## src/rtl/bus_rr_arbiter.sv

```systemverilog
// rtl/bus_rr_arbiter.sv - round-robin arbiter sharing one slave port among several masters
// Read responses are steered back through an in-order FIFO of granted master IDs.
module bus_rr_arbiter #(
  parameter int NUM_MASTERS = 4,
  parameter int RESP_DEPTH  = 4,
  parameter int ADDR_W      = 32,
  parameter int DATA_W      = 32
) (
  input  logic                            clk_i,
  input  logic                            rst_i,
  input  logic [NUM_MASTERS-1:0]          m_req_i,
  input  logic [NUM_MASTERS-1:0]          m_we_i,
  input  logic [NUM_MASTERS*ADDR_W-1:0]   m_addr_bi,
  input  logic [NUM_MASTERS*DATA_W/8-1:0] m_be_i,
  input  logic [NUM_MASTERS*DATA_W-1:0]   m_wdata_bi,
  output logic [NUM_MASTERS-1:0]          m_ack_o,
  output logic [NUM_MASTERS-1:0]          m_resp_o,
  output logic [DATA_W-1:0]               m_rdata_bo,
  output logic                            s_req_o,
  output logic                            s_we_o,
  output logic [ADDR_W-1:0]               s_addr_bo,
  output logic [DATA_W/8-1:0]             s_be_o,
  output logic [DATA_W-1:0]               s_wdata_bo,
  input  logic                            s_ack_i,
  input  logic                            s_resp_i,
  input  logic [DATA_W-1:0]               s_rdata_bi,
  output logic [$clog2(RESP_DEPTH):0]     outstanding_o,
  output logic                            resp_err_o
);

  localparam int ID_W  = $clog2(NUM_MASTERS);
  localparam int PTR_W = $clog2(RESP_DEPTH);
  localparam int CNT_W = PTR_W + 1;
  localparam int BE_W  = DATA_W / 8;

  logic [ADDR_W-1:0] addr_arr  [NUM_MASTERS];
  logic [BE_W-1:0]   be_arr    [NUM_MASTERS];
  logic [DATA_W-1:0] wdata_arr [NUM_MASTERS];

  for (genvar k = 0; k < NUM_MASTERS; k++) begin : g_unpack
    assign addr_arr[k]  = m_addr_bi[k*ADDR_W +: ADDR_W];
    assign be_arr[k]    = m_be_i[k*BE_W +: BE_W];
    assign wdata_arr[k] = m_wdata_bi[k*DATA_W +: DATA_W];
  end

  logic [ID_W-1:0]  rr_ptr;
  logic [ID_W-1:0]  grant;
  logic [ID_W:0]    cand;
  logic             any_req;
  logic [ID_W-1:0]  id_mem [RESP_DEPTH];
  logic [PTR_W-1:0] wr_ptr;
  logic [PTR_W-1:0] rd_ptr;
  logic [CNT_W-1:0] count;
  logic             err_q;
  logic             fifo_full;
  logic             fifo_empty;
  logic             blocked;
  logic             handshake;
  logic             push;
  logic             pop;

  // Search starts at rr_ptr and wraps; the first requester found wins.
  always_comb begin
    grant   = '0;
    any_req = 1'b0;
    cand    = '0;
    for (int i = 0; i < NUM_MASTERS; i++) begin
      cand = {1'b0, rr_ptr} + (ID_W+1)'(i);
      if (cand >= (ID_W+1)'(NUM_MASTERS)) cand = cand - (ID_W+1)'(NUM_MASTERS);
      if (!any_req && m_req_i[cand[ID_W-1:0]]) begin
        any_req = 1'b1;
        grant   = cand[ID_W-1:0];
      end
    end
  end

  assign fifo_full  = (count == CNT_W'(RESP_DEPTH));
  assign fifo_empty = (count == '0);

  // A read at full stalls the granted master rather than skipping it, keeping order fair.
  assign blocked    = any_req && !m_we_i[grant] && fifo_full;
  assign s_req_o    = any_req && !blocked && !rst_i;
  assign s_we_o     = any_req ? m_we_i[grant]    : 1'b0;
  assign s_addr_bo  = any_req ? addr_arr[grant]  : '0;
  assign s_be_o     = any_req ? be_arr[grant]    : '0;
  assign s_wdata_bo = any_req ? wdata_arr[grant] : '0;

  assign handshake  = s_req_o && s_ack_i;
  assign push       = handshake && !s_we_o;
  assign pop        = s_resp_i && !fifo_empty && !rst_i;

  assign m_ack_o       = handshake ? (NUM_MASTERS'(1) << grant) : '0;
  assign m_resp_o      = pop ? (NUM_MASTERS'(1) << id_mem[rd_ptr]) : '0;
  assign m_rdata_bo    = s_rdata_bi;
  assign outstanding_o = count;
  assign resp_err_o    = err_q;

  always_ff @(posedge clk_i) begin
    if (push) id_mem[wr_ptr] <= grant;
  end

  always_ff @(posedge clk_i) begin
    if (rst_i) begin
      rr_ptr <= '0;
      wr_ptr <= '0;
      rd_ptr <= '0;
      count  <= '0;
      err_q  <= 1'b0;
    end else begin
      if (handshake) rr_ptr <= (grant == ID_W'(NUM_MASTERS-1)) ? '0 : grant + 1'b1;
      if (push) wr_ptr <= wr_ptr + 1'b1;
      if (pop) rd_ptr <= rd_ptr + 1'b1;
      if (push && !pop) count <= count + 1'b1;
      else if (pop && !push) count <= count - 1'b1;
      if (s_resp_i && fifo_empty) err_q <= 1'b1;
    end
  end

endmodule

```

## config.mk

```make
export PLATFORM = sky130hd
export DESIGN_NAME = bus_rr_arbiter
export DESIGN_NICKNAME = d
export VERILOG_FILES = /design/src/rtl/bus_rr_arbiter.sv
export SDC_FILE = /design/constraint.sdc
export NUM_CORES = 1
export LEC_CHECK = 0
export CORE_AREA = 3 3 164 166
export CTS_BUF_LIST = sky130_fd_sc_hd__clkbuf_8 sky130_fd_sc_hd__clkbuf_16
export DETAILED_ROUTE_END_ITERATION = 6
export DIE_AREA = 0 0 167 169
export PLACE_DENSITY_LB_ADDON = 0.25
export SLEW_MARGIN = 40
export SYNTH_ARGS = -nofsm -noshare
export SYNTH_HDL_FRONTEND = slang
export SYNTH_SLANG_ARGS = --single-unit
```

## constraint.sdc

```tcl
create_clock -name clk_i -period 3.85 [get_ports clk_i]
set_input_delay 0.385 -clock clk_i [delete_from_list [all_inputs] [get_ports clk_i]]
set_output_delay 0.385 -clock clk_i [all_outputs]
set_load 0.03 [all_outputs]
```

* Word level (Yosys, flattened, before mapping)
Memory sizes are Yosys's and may differ from the RTL's. A register that Yosys moved wholly into a read port is not among the register bits.
Index checks and enable logic that the tools add are counted.
** Cells by class
- $add $sub $neg :: 12
- Order comparisons :: 10
- Eq/ne operators :: 2
- Shift operators :: 2
- Muxes and demuxes :: 44
- Bitwise logic cells :: 1
- Reduce and logical (&&, ||, !) cells :: 26
** Operators with widths (count)
- 2-to-1 mux 32 bit :: 6
- binary-select mux 32 bit (select 2 bit) :: 2
- 2-to-1 mux 2 bit :: 11
- 2-to-1 mux 4 bit :: 5
- < comparator 2 x 3 -> 1 bit, second input constant :: 5
- logical AND 1 bit :: 14
- >= comparator 3 bit, second input constant :: 4
- 2-to-1 mux 1 bit :: 12
- binary-select mux 1 bit (select 2 bit) :: 5
- zero test 1 bit :: 10
- binary-select mux 4 bit (select 2 bit) :: 1
- left shift 1 x 2 -> 4 bit, first input constant :: 2
- subtractor 2 x 1 -> 2 bit, second input constant :: 4
- adder 2 x 1 -> 2 bit, second input constant :: 3
- adder 2 x 2 -> 3 bit, second input constant :: 2
- 2-to-1 mux 3 bit :: 2
- adder 2 x 1 -> 3 bit, second input constant :: 1
- adder 3 x 1 -> 3 bit, second input constant :: 1
- equality test 3 bit, second input constant :: 1
- >= comparator 2 x 3 -> 1 bit, second input constant :: 1
- zero test 3 bit :: 1
- NOT 2 -> 3 bit :: 1
- subtractor 3 x 1 -> 3 bit, second input constant :: 1
- equality test 2 bit, second input constant :: 1
- nonzero test 2 bit :: 1
** Storage, ports and cells
- Bits in registers :: 10
- Bits in writable memories :: 8
- Input bits :: 316
- Output and inout port bits :: 114
- Logic and storage cells :: 103
- Memories :: 1
** Memories
- id_mem :: depth 4, bits a word 2, rd ports 1, clocked after Yosys merged registers in 1, wr ports 1, line 50 : logic [ID_W-1:0] id_mem [RESP_DEPTH];

* Logic depth before layout (Yosys ltp)
Gate-level depths: netlist of the first run.
- Depth after elaboration :: 28
- Mapped depth :: 12
- Depth with buffers taken out :: 12

* Worst setup path after synthesis of the first run
Ideal clock, no wire load.
- Path kind :: input to output
- Start point :: input m_req_i[1]
- End point :: output s_req_o
- Arrival time :: 2.930 ns
- Setup slack :: 0.535 ns
- Stages :: 6
- Buffers on the path :: 2
- Path through :: or3b_1 -> o221a_2 -> buf_2 -> buf_2 -> and4_1 -> a2111oi_0
** Between the ends
- Word-level cells in the longest chain between the ends :: 20
** Ends and longest elaborated chain
- from (decl) :: line 11 : input logic [NUM_MASTERS-1:0] m_req_i,
- binary-select mux 1 bit (select 2 bit) :: line 70 : if (!any_req && m_req_i[cand[ID_W-1:0]]) begin
- 2-to-1 mux 1 bit (not written as such) :: line 70
- 2-to-1 mux 1 bit :: line 70
- zero test 1 bit :: line 70
- logical AND 1 bit :: line 70
- 2-to-1 mux 1 bit :: line 70
- zero test 1 bit :: line 70
- logical AND 1 bit :: line 70
- [... 2 more ...]
- logical AND 1 bit :: line 70
- 2-to-1 mux 2 bit :: line 70
- binary-select mux 1 bit (select 2 bit) :: line 81 : assign blocked = any_req && !m_we_i[grant] && fifo_full;
- 2-to-1 mux 1 bit (not written as such) :: line 81
- zero test 1 bit :: line 81
- logical AND 1 bit (2 in series) :: line 81
- zero test 1 bit :: line 82 : assign s_req_o = any_req && !blocked && !rst_i;
- logical AND 1 bit (*) (2 in series) :: line 82
- to (decl) :: line 19 : output logic s_req_o,
Every way passes the cells marked *; elsewhere a longest branch is shown, timed or not. The select of a mux whose other input is x is not followed.

* Final worst setup path of the first run
- Start point :: input m_req_i[2]
- End point :: output s_addr_bo[23]
** Between the ends
- Word-level cells in the longest chain between the ends :: 17
** Ends and longest elaborated chain
- binary-select mux 1 bit (select 2 bit) :: line 70
- 2-to-1 mux 1 bit (not written as such) :: line 70
- 2-to-1 mux 1 bit :: line 70
- zero test 1 bit :: line 70
- logical AND 1 bit :: line 70
- 2-to-1 mux 1 bit :: line 70
- zero test 1 bit :: line 70
- logical AND 1 bit :: line 70
- 2-to-1 mux 1 bit :: line 70
- zero test 1 bit :: line 70
- logical AND 1 bit :: line 70
- 2-to-1 mux 2 bit :: line 70
- NOT 2 -> 3 bit (not written as such) :: line 84 : assign s_addr_bo = any_req ? addr_arr[grant] : '0;
- binary-select mux 32 bit (select 2 bit) :: line 84
- 2-to-1 mux 32 bit (not written as such) (2 in series) :: line 84
- 2-to-1 mux 32 bit (*) :: line 84
- to (decl) :: line 21 : output logic [ADDR_W-1:0] s_addr_bo,
Marked as above.

==> results of run 1 <==
## final cells by class
type                       instances  area [µm²]
clock buffer                       3        75.1
clock inverter                     1        3.75
fill                            2813       18100
inverter                           8        35.0
multi-input combinational        428        2840
sequential                        20         480
tap                              335         419
timing repair buffer             390        3840
## cell usage after synthesis (2+ instances only)
master | number | area [µm²]
dfxtp_1 | 12 | 240
and2_1 | 8 | 50.1
a21oi_1 | 2 | 10.0
ha_1 | 9 | 113
nor3b_1 | 2 | 15.0
nor3_1 | 2 | 10.0
nand2b_1 | 4 | 25.0
nor2b_1 | 3 | 18.8
o21ai_0 | 5 | 25.0
and3_1 | 70 | 438
edfxtp_1 | 8 | 240
clkbuf_1 | 23 | 86.3
inv_2 | 2 | 7.51
buf_2 | 17 | 85.1
xor2_1 | 3 | 26.3
nand2_1 | 141 | 529
mux4_2 | 2 | 45.0
o21ba_2 | 2 | 20.0
nor2_1 | 13 | 48.8
nand3_1 | 2 | 10.0
buf_4 | 32 | 240
buf_1 | 5 | 18.8
a211oi_1 | 68 | 510
inv_1 | 6 | 22.5
a31oi_1 | 2 | 12.5
mux2i_1 | 74 | 741
## worst paths after layout
path | slack [ns] | from | cells past startpoint | end
setup / recovery | 0.16 | m_req_i[2] | 9 | s_addr_bo[23]
hold / removal | 0.47 | resp_err_o$_SDFFE_PP0P_ | 2 | resp_err_o$_SDFFE_PP0P_
setup reg to reg | 1.04 | rr_ptr[1]$_SDFFE_PP0P_ | 12 | outstanding_o[2]$_SDFFE_PP0P_
hold reg to reg | 0.47 | resp_err_o$_SDFFE_PP0P_ | 2 | resp_err_o$_SDFFE_PP0P_
## logic make-up after synthesis
family	Yosys count	share of synthesized area [%]
fa+ha+maj	10	3.55
buf+inv	85	12.3
flops	20	12.9
compound gates	86	17.1
simple gates	251	32.1
xor+xnor	4	0.939
mux	76	21.1
## metal layers
metal | vias to the layer above | GRT usage (%) | share of wire (%)
met3 | 15 | 3.39 | 7.8
li1 | 2501 | - | -
met2 | 246 | 26.5 | 52
met4 | 0 | 2.08 | 1.2
met5 | - | 0 | 0
met1 | 2227 | 16.6 | 39
## timing repair
action / in CTS / in global routing
endpoints found under the hold margin: 0 / 0
setup endpoints to repair: 44 / 36
resized for setup: 1 / 2
buffers inserted: 0 / 3
pin swaps: 1 / 1
gates cloned: 1 / 0
## registers in the layout (all words and copies together) (netlist names), named ones only
signal         cells
rd_ptr             2
outstanding_o      3
rr_ptr             2
wr_ptr             2
id_mem             8
resp_err_o         1
## tightest hold or removal path, delay by kind of cell, from the launching register on
family / cells / cell delay (ns)
AO/OA/AOI/OAI: 1 / 0.04
flip-flops: 1 / 0.32
AND/OR/NAND/NOR: 1 / 0.07
## cells in the final DEF, fill, tap and decap left out, drive strengths merged, types with 2 or more instances in the layout
cell	instances
nor3	2
dfxtp	12
and2	8
nand2b	4
clkdlybuf4s50	339
nand3	2
a211oi	68
nor3b	2
o21ba	2
o21ai	5
xor2	3
clkbuf	3
and3	70
inv	9
mux4	2
nor2b	3
mux2i	74
a21oi	2
a31oi	2
buf	50
nand2	141
edfxtp	8
nor2	14
ha	9
## power groups by stage
stage	Combinational (mW)	Clock [mW]	Sequential, mW
after global placement	2.30	0	0.300
after CTS	2.32	0.221	0.296
after global routing	2.47	0.232	0.303
after floorplan	1.29	0	0.317
final	2.29	0.215	0.295
after detailed placement	2.30	0	0.301
==> results by stage, run 1 <==
Outcome:
- The run finished with clean final reports.

STA:
- The post-route worst hold slack is around 0.47 ns.
- The transition time at the pin with the least slew margin is between 0.5 and 0.6 ns.
- The share of the clock period used by the worst path is 95.8%.
- Setup slack closes at 0.160 ns.
- The highest clock rate is about 0.27 GHz.
- On the final layout, the worst clock skew is 0.00181 ns.
- The number of pins exceeding their max-slew limit in the final report came to 0.
- The worst pin sits at a relative slew slack of slightly above 60%.
- The final setup violation count is 0.
- Setup repair after global routing left no endpoint under its margin.
- The count of final hold-check violations came to 0.
- The time the final worst path needs with I/O delays and setup is 3.69 ns.
- Setup total negative slack on the finished layout was measured at 0 ns.

Floorplan:
- 430 I/O pins were placed.
- The total number of placement rows is 59.
- The die covers 28200 µm².
- In this run the vertical extent of the chip is roughly 170 µm.
- After floorplanning, the core was sized to cover 25800 µm².
- The horizontal extent of the die is 167 µm.
- The starting density of the core is between 10% and 20%.

Critical path:
- The critical path capture point type is an output pin.
- For this run, the slowest stage of the critical path takes around 0.7 ns.
- STA puts the critical path data required time at 3.46 ns.
- Data arrives at the worst endpoint at 3.30 ns.
- The critical-path cell with the highest stage delay is clkdlybuf4s50_1.
- The family with the most delay on the worst path is buffers and inverters.
- The critical path is of the input port to output pin type.
- The number of buffer and inverter instances along the worst setup path is 4.
- Along the worst path, the maximum fanout reaches 31.
- The signal on the critical path passes through clkdlybuf4s50_1, or3b_1, o221a_4, inv_6, buf_12, nand2_1, and3_1, a211oi_1, clkdlybuf4s50_1.
- The cell repeated most along the worst path is clkdlybuf4s50_1.
- STA classifies the critical path startpoint as an input port.

GRT:
- The number of global-route vias before repair is 5182.
- The first-pass GRT wire length is 31300 µm.
- For this run, the total global-route usage over all layers was measured as 14.1%.
- After global routing the overflow that remains totals 0.
- The pin count of the biggest net entering global routing is 71.
- The number of antenna violations at the first check in global routing is 1.

Placement:
- OpenSTA, run right after detailed placement, puts the worst setup slack at -0.0516 ns.
- The weighted congestion reported at the end of routability-driven placement is 0.802.
- The number of buffer cells added on primary ports is about 370.
- Once placement completed, the tool counted placed cells totaling approximately 1200.
- Once placement finished, the instance area stood at around 7600 µm².
- The wire-length estimate of the detail-placed layout is 17500 µm.

Synth:
- The number of enable-type register cells in the synthesized netlist is 8.
- For this run, the number of Yosys warnings is 0.
- The dominant register cell in the synthesized netlist is dfxtp_1.
- After synthesis, flip-flops and latches occupy around 13% of the total area.
- The distinct cell type count of the synthesized netlist is 41.
- When the netlist entered floorplanning its net count stood at 858.
- The async set-or-reset flop fraction in the synthesized netlist is 0%.
- The synthesis-stage register bit count is 20.
- Dividing the synthesized area by the synthesized cell count gives ~7.0 µm².
- The cell count after synthesis is 532.
- The synthesized netlist occupies a cell area of approximately 3700 µm².

Power and ir drop:
- The switching share of power is 48.3%.
- Power spread over the standard cell area amounts to 363 nW/µm².
- Combinational logic is responsible for 81.8% of the overall power.
- The sequential group share of total power is 10.6%.
- Total power for the finished layout comes to between 2 and 3 mW.
- The part of the power in the clock network is 7.7%.
- The cell internal power dissipation is 1.45 mW.
- In this run the static leakage power is about 3.4 nW.
- For this design the total switching power over the nets is 1.35 mW.
- The maximum ir drop on the vdd rail is roughly 180 µV.

Layout:
- The post-layout net count is 1177.
- The final cell utilization of the core is 29.9%.
- Summing all non-filler instances in the final layout gives an area of 7700 µm².
- The antenna diode instance count is 0.
- In the final layout, the share of cells above drive strength 1 is around 7.6%.
- After the flow finishes, the layout carries non-filler instances totaling 1185.
- The area growth from synthesis to layout is 106%.

Clock tree:
- The number of clock sinks is 20.
- For this design, the CTS-stage hold fixing added 0 buffers.
- The clock passes through at most 2 buffers.
- The clock slew seen by the registers of the worst setup and hold paths is approximately 0.05 ns.
- The number of H-tree levels is 1.
- TritonCTS built the clock tree.
- In this run the clock root is driven by a clkbuf_16.
- Counting the buffers created by CTS gives 3.
- The worst-skew pair later-pin latency is 0.25 ns.

Detailed routing:
- In the routed layout, each cell is associated on average with a via count of 4.21.
- The wire length per cell is between 15 and 20 µm.
- The violation count after the first detailed-route iteration is 152.
- The number of routed nets with antenna violations is 0.
- In the routed design, unresolved DRC markers number 0.
- The routed layout has 4989 vias.
- The sum of routed wire length over all layers is 21400 µm.
- The number of optimization iterations in the first detailed-route pass is 4.

Min path:
- The path class of the tightest hold or removal check is flop to flop.

Flow run:
- Across the run, the number of max-cap violations was 0.
(Power assumes the default switching activity.)
==> run 2, diff against run 1 <==
- CORE_AREA: 3 3 164 166 -> 3 3 165 167
- DIE_AREA: 0 0 167 169 -> 0 0 168 170
- DONT_BUFFER_PORTS: not set -> 1
==> run 2 against run 1 <==
Sequential share of layout area increased by 4.5 points. Global-route usage down 4.0 points. Cell count decreased by 26%. Register-to-register slack got worse by 0.31 ns. Combinational power shrank 23%. Die area up 1.2%. Clock-buffer cell count is the same. Largest power group unchanged.
==> results by stage, run 2 (synthesis results as in run 1) <==
Outcome:
- The run finished with clean final reports.

Critical path:
- The critical path capture point type is an output pin.
- For the worst setup path, the data required time is approximately 3.5 ns.
- The data arrival time of the worst path is 3.09 ns.
- STA classifies the critical path startpoint as a flop.
- The type of the worst setup path is flop to output pin.
- Along the worst path, the maximum fanout reaches 79.

Clock tree:
- The later pin in the worst-skew pair is clocked with a latency of 0.25 ns.
- For this design, the sink count on the clock tree is 20.
- The cts-stage hold buffer count is 0.
- Clock-pin slew was measured on the worst setup and hold paths at 0.06 ns.
- CTS built an H-tree with a depth of 1.
- The clock passes through at most 2 buffers.
- The setup fix buffers added after clock tree synthesis is 0.
- The post-CTS resize count is 0.
- Counting the buffers created by CTS gives 3.
- The cell at the root of the clock tree is clkbuf_16.
- The CTS tree is yes.

Placement:
- The congestion estimate from routability-driven global placement came to 0.748.
- The count of buffers added on input and output ports is 0.
- Detailed placement ended at an HPWL of 13500 µm.

STA:
- The worst pin sits at a relative slew slack of between 40% and 50%.
- Setup repair after global routing left no endpoint under its margin.
- Setup total negative slack on the finished layout was measured at 0 ns.
- The time the final worst path needs with I/O delays and setup is 3.48 ns.
- Final hold analysis gives a worst-case slack of 0.198 ns.
- For the pin with the worst max-slew slack, the measured transition is 0.773 ns.
- The number of pins exceeding their max-slew limit in the final report is 0.
- Clock skew on the completed layout was measured at 0.00254 ns.
- The count of final hold-check violations is 0.
- The final setup violation count is 0.
- Dividing the final minimum period by the clock period gives roughly nine tenths.
- Static timing analysis puts the maximum clock frequency at 0.288 GHz.

GRT:
- The number of global-route vias before repair is ~3800.
- The first-pass GRT wire length is roughly 23000 µm.
- The overall track demand over capacity in global routing is between 10 and 15%.
- The number of antenna violations at the first check in global routing is 1.
- For this run the aggregate overflow at the end of global routing stands at 0.
- Entering global routing, the biggest net connects 80 pins.

Power and ir drop:
- The leakage power total is between 2 and 2.5 nW.
- The worst-case IR drop observed on VDD is 171 µV.
- The areal power density over the cells is 530 nW/µm².

Layout:
- The number of filler cells placed in the layout is 2994.
- The register with the most flip-flops in the layout has 8 of them.
- The post-layout net count is 867.
- The area overhead of the layout relative to synthesis is 20.2%.
- Of the cells placed in the final design, the portion with a size suffix greater than 1 is 17.8%.
- The repair_antennas step left the layout with diodes totalling 0.
- The register ranked first by flip-flop count is id_mem.
- Leaving out fill and tap cells, the most frequent cell in the layout is nand2_1.
- Across the whole layout, storage elements account for 480 µm².
- The footprint of the multi-input gates is 2830 µm².
- Leaving out fill and tap cells, the most frequent cells in the layout are 141 x nand2_1, 80 x buf_4, 74 x mux2i_1.

Floorplan:
- 430 I/O pins were placed.
- In this run the horizontal extent of the chip is 168 µm.
- Once the floorplan was initialized, standard cells occupied 14.4% of the core.
- In this run the core area contains just under 60 standard-cell rows.
- The placeable core region is 25900 µm².
- The die footprint is 28600 µm².
- Measured along the y axis, the die boundary spans between 150 and 200 µm.

Detailed routing:
- Detailed routing inserted a total of 3887 vias.
- The routed length on met1 is 6560 µm.
- The met2 wire length is approximately 8000 µm.
- Dividing the detail-routed via count by the number of cells gives 4.44.
- In the routed design, unresolved DRC markers number 0.
- In this run the top signal layer used is met5.
- For this run, the detailed router's first-pass iteration total came to 4.
- In this run the remaining antenna-violating nets after routing total 0.
- The final layout contains routed wiring with a total length of between 15000 and 20000 µm.
- After detailed routing, the average wire length per cell comes to 18.9 µm.
- The total met3 wirelength after detailed routing is 1490 µm.
- The first routing iteration left 98 violations.

Min path:
- The path class of the lowest-slack min-delay path is input port to flop.

Flow run:
- Max-cap violations in this run came to 0.
[run 2: layer usage]
layer  vias to the layer above  GRT usage [%]
met5                         -              0
met4                         2           2.03
met3                        20           2.32
met2                       238           17.9
met1                      1746           12.8
li1                       1881              -
[run 2: worst max-delay path, cell delays in order (launching register included)]
cell and delay (ns):
dfxtp_1 0.37, or3b_1 0.40, o221a_4 0.25, inv_6 0.57, buf_4 0.38, nand2_1 0.07, and3_1 0.16, a211oi_1 0.29
buf_4 0.23
[run 2: area by class of cell]
class / count / share of cell area, %
tap: 335 / 9.34
sequential: 20 / 10.7
clock buffer: 3 / 1.67
clock inverter: 1 / 0.669
timing repair buffer: 81 / 13.6
multi-input combinational: 427 / 63.2
inverter: 8 / 0.781
[run 2: power breakdown]
part	switching, mW	internal [mW]
clock network	0.0760	0.206
registers	0.0644	0.259
logic	1.12	0.656
total	1.26	1.12
[run 2: worst paths after layout]
kind / start / end / slack, ns / cells past startpoint
max: rr_ptr[1]$_SDFFE_PP0P_ / s_wdata_bo[28] / 0.37 / 8
min: rst_i / outstanding_o[2]$_SDFFE_PP0P_ / 0.20 / 1
max reg2reg: rr_ptr[1]$_SDFFE_PP0P_ / outstanding_o[2]$_SDFFE_PP0P_ / 0.73 / 12
min reg2reg: wr_ptr[0]$_SDFFE_PP0P_ / wr_ptr[0]$_SDFFE_PP0P_ / 0.52 / 1
[run 2: through the flow]
step                      power, mW  std cells  area [µm²]  utilization, %  worst slack, ns
after floorplan                1.61        532        3730               -            0.535
after global placement         2.12        871        4360            16.8            0.636
after detailed placement       2.12        871        4380            16.9            0.656
after CTS                      2.42        875        4480            17.3            0.375
after global routing           2.54        875        4490            17.3            0.139
final                          2.38        875        4490            17.3            0.372
==> run 3, diff against run 2 <==
- RECOVER_POWER: not set -> 100
==> run 3 against run 2 <==
Worst hold slack about the same. Die area unchanged. Largest cell class unchanged. Sequential power about the same. Critical endpoint is now s_wdata_bo[19]. Cell count unchanged. Via count up 0.10%. Sequential cell count unchanged. Global-route usage unchanged. Core utilization down 0.98 points.
==> results by stage, run 3 (synthesis results as in run 1) <==
Power and ir drop:
- The power dissipated by switching net loads is 1.25 mW.
- The part of the power in the clock network is between 10% and 20%.
- The areal power density over the cells is 523 nW/µm².
- The analysis attributes to cell leakage a power of between 1.5 and 2 nW.
- Registers are responsible for roughly 15% of the overall power.
- Per report_power, the combinational group accounts for between 70% and 80% of the total.
- The completed layout was analyzed and its total power is about 2.2 mW.
- The switching share of power is 56.5%.
- The maximum ir drop on the vdd rail is 171 µV.
- The cell internal power dissipation is 0.961 mW.

Detailed routing:
- The detail route stage leaves a number of antenna-violating nets equal to 0.
- The routed design has 16600 µm of wire.
- The number of optimization iterations in the first detailed-route pass is 4.
- In this run, the number of DRC markers left after iteration 0 of detailed routing was 112.
- For this run, design rule violations remaining after detail routing come to 0.
- Dividing the detail-routed via count by the number of cells gives 4.45.
- The wire length per cell is 18.9 µm.
- The detailed router placed 3891 vias in this run.

STA:
- Setup total negative slack on the finished layout was measured at 0 ns.
- Headroom to the max-slew limit came out at 39.8%.
- The number of pins exceeding their max-slew limit in the final report is 0.
- The time the final worst path needs with I/O delays and setup is 3.54 ns.
- The highest clock rate is 0.282 GHz.
- For the pin with the worst max-slew slack, the measured transition is roughly 0.9 ns.
- Clock skew on the completed layout was measured at approximately 0.0029 ns.
- Setup repair after global routing left no endpoint under its margin.
- Across all hold checks on the routed design, the worst slack comes to around 0.20 ns.
- The count of final hold-check violations came to 0.
- The worst path uses 92.1% of the clock period.
- The final setup violation count is 0.

Layout:
- The number of flip-flops in the largest register is 8.
- The antenna diode instance count is 0.
- The post-layout net count is just under 900.
- The register ranked first by flip-flop count is id_mem.
- The library cells used most frequently in the layout, excluding fill and tap cells, are 141 x nand2_1, 74 x mux2i_1, 70 x and3_1.
- The library cell used most frequently in the layout, excluding fill and tap cells, is nand2_1.
- The share of final-layout standard cells stronger than drive strength 1 is 7.41%.
- The summed area of non-filler cells in the final layout is 4230 µm².
- The filler cells instantiated in the layout total approximately 3000.
- The filler-free cell count of the finished design is 875.
- Summing all flip-flop and latch instances after layout gives 480 µm².
- Summing all multi-input logic gate instances after layout gives 2820 µm².
- Relative to the synthesized area, the layout overhead comes to 13.4%.

Placement:
- Detailed placement finished with a half-perimeter wire length of 13500 µm.
- Counting tap cells, the placed design contains a total of 871 instances.
- Routability-driven placement finished with a final weighted congestion of about 0.75.
- Port buffering added 0 buffers.
- Summing all placed instances gives a cell area of between 4000 and 5000 µm².

Critical path:
- The sort of element at the start of the critical path is a flop.
- The delay of the slowest cell on the worst path is 0.56 ns.
- STA puts the critical path data required time at 3.46 ns.
- Walking the worst path, the cells encountered are or3b_1, o221a_4, inv_6, buf_4, nand2_1, and3_1, a211oi_1, clkbuf_1.
- In this design, the largest share of critical-path delay is due to buffers and inverters.
- Of all nets on the critical path, the largest fanout is 79.
- The critical path contains buffers and inverters numbering 3 combined.
- Data arrives at the worst endpoint at 3.16 ns.
- The slowest stage of the critical path belongs to the cell inv_6.
- By startpoint and endpoint, the worst setup path is classified as flop to output pin.
- The critical path capture point type is an output pin.

GRT:
- For this run, the total global-route usage over all layers was measured as 10.2%.
- The first global-routing pass estimated 23100 µm of wire.
- The busiest metal layer after global routing is met2.
- The number of antenna violations at the first check in global routing is 1.
- Global routing used 12.8% of the available met1 tracks.
- For this run the aggregate overflow at the end of global routing stands at 0.
- The number of global-route vias before repair is 3822.
- For this run, global-route usage on met2 was measured as 17.9%.
- In the global route stage, met3 resource usage came out at between 2 and 2.5%.
- The pin count of the biggest net entering global routing is 80.

Floorplan:
- The starting density of the core is 14.4%.
- In this run the core area contains 59 standard-cell rows.
- The die footprint is 28600 µm².
- From bottom edge to top edge, the die measures 170 µm.
- The placeable core region is 25900 µm².
- The horizontal extent of the die is 168 µm.
- In this run the count of I/O pins placed on the die edge is 430.

Clock tree:
- TritonCTS built the clock tree.
- The setup fix buffers added after clock tree synthesis is 0.
- The tree built by TritonCTS fans out to 20 sinks.
- Clock tree synthesis inserted a total of 3 buffers.
- Gates resized during post-CTS repair numbered 0.
- The cell at the root of the clock tree is clkbuf_16.
- The worst-skew pair later-pin latency is between 0.2 and 0.3 ns.
- In this run the number of H-tree levels came out at 1.
- The clock slew seen by the registers of the worst setup and hold paths is 0.06 ns.
- The cts-stage hold buffer count is 0.
- In this run the deepest clock path goes through 2 buffers.

Min path:
- The path class of the tightest hold or removal check is input port to flop.

Flow run:
- Max-cap violations in this run came to 0.

Outcome:
- The run finished with clean final reports.
==> run 3: changes by cell type in the layout (fill, tap and decap cells not counted) <==
cell,change
and2_0,+8
clkbuf_1,+56
buf_4,-68
and2_1,-8
a2111oi_4,-1
a2111oi_2,+1
clkbuf_2,+12
==> run 3: power groups by stage <==
stage	Combinational (mW)	Sequential, mW	Clock (mW)
finish	1.61	0.323	0.282
global route	1.74	0.328	0.303
CTS	1.80	0.324	0.292
detailed placement	1.79	0.329	0
global placement	1.80	0.328	0
floorplan	1.29	0.317	0
==> run 3: routing by layer <==
metal | wire length, µm | share of wire (%)
met3 | 1460 | 8.8
met1 | 6670 | 40
met2 | 8100 | 49
met4 | 307 | 1.9
met5 | 13 | 0.079
==> run 3: final timing paths <==
check	depth (start not counted)	from	slack, ns	endpoint
max	8	rr_ptr[1]$_SDFFE_PP0P_	0.31	s_wdata_bo[19]
min reg2reg	1	wr_ptr[0]$_SDFFE_PP0P_	0.52	wr_ptr[0]$_SDFFE_PP0P_
max reg2reg	12	rr_ptr[1]$_SDFFE_PP0P_	0.57	outstanding_o[2]$_SDFFE_PP0P_
min	1	rst_i	0.20	outstanding_o[2]$_SDFFE_PP0P_
==> run 3: final cells by class <==
class / instances / share of cell area, %
Sequential cell: 20 / 11.4
Tap cell: 335 / 9.90
Clock inverter: 1 / 0.709
Multi-Input combinational cell: 427 / 66.7
Inverter: 8 / 0.828
Clock buffer: 3 / 1.77
Timing Repair Buffer: 81 / 8.78
==> run 3: metrics by stage <==
step | worst slack (ns) | util (%)
5_1_grt | 0.0811 | 16.3
4_1_cts | 0.375 | 17.3
3_3_place_gp | 0.636 | 16.8
2_1_floorplan | 0.535 | -
3_5_place_dp | 0.656 | 16.9
6_report | 0.306 | 16.3
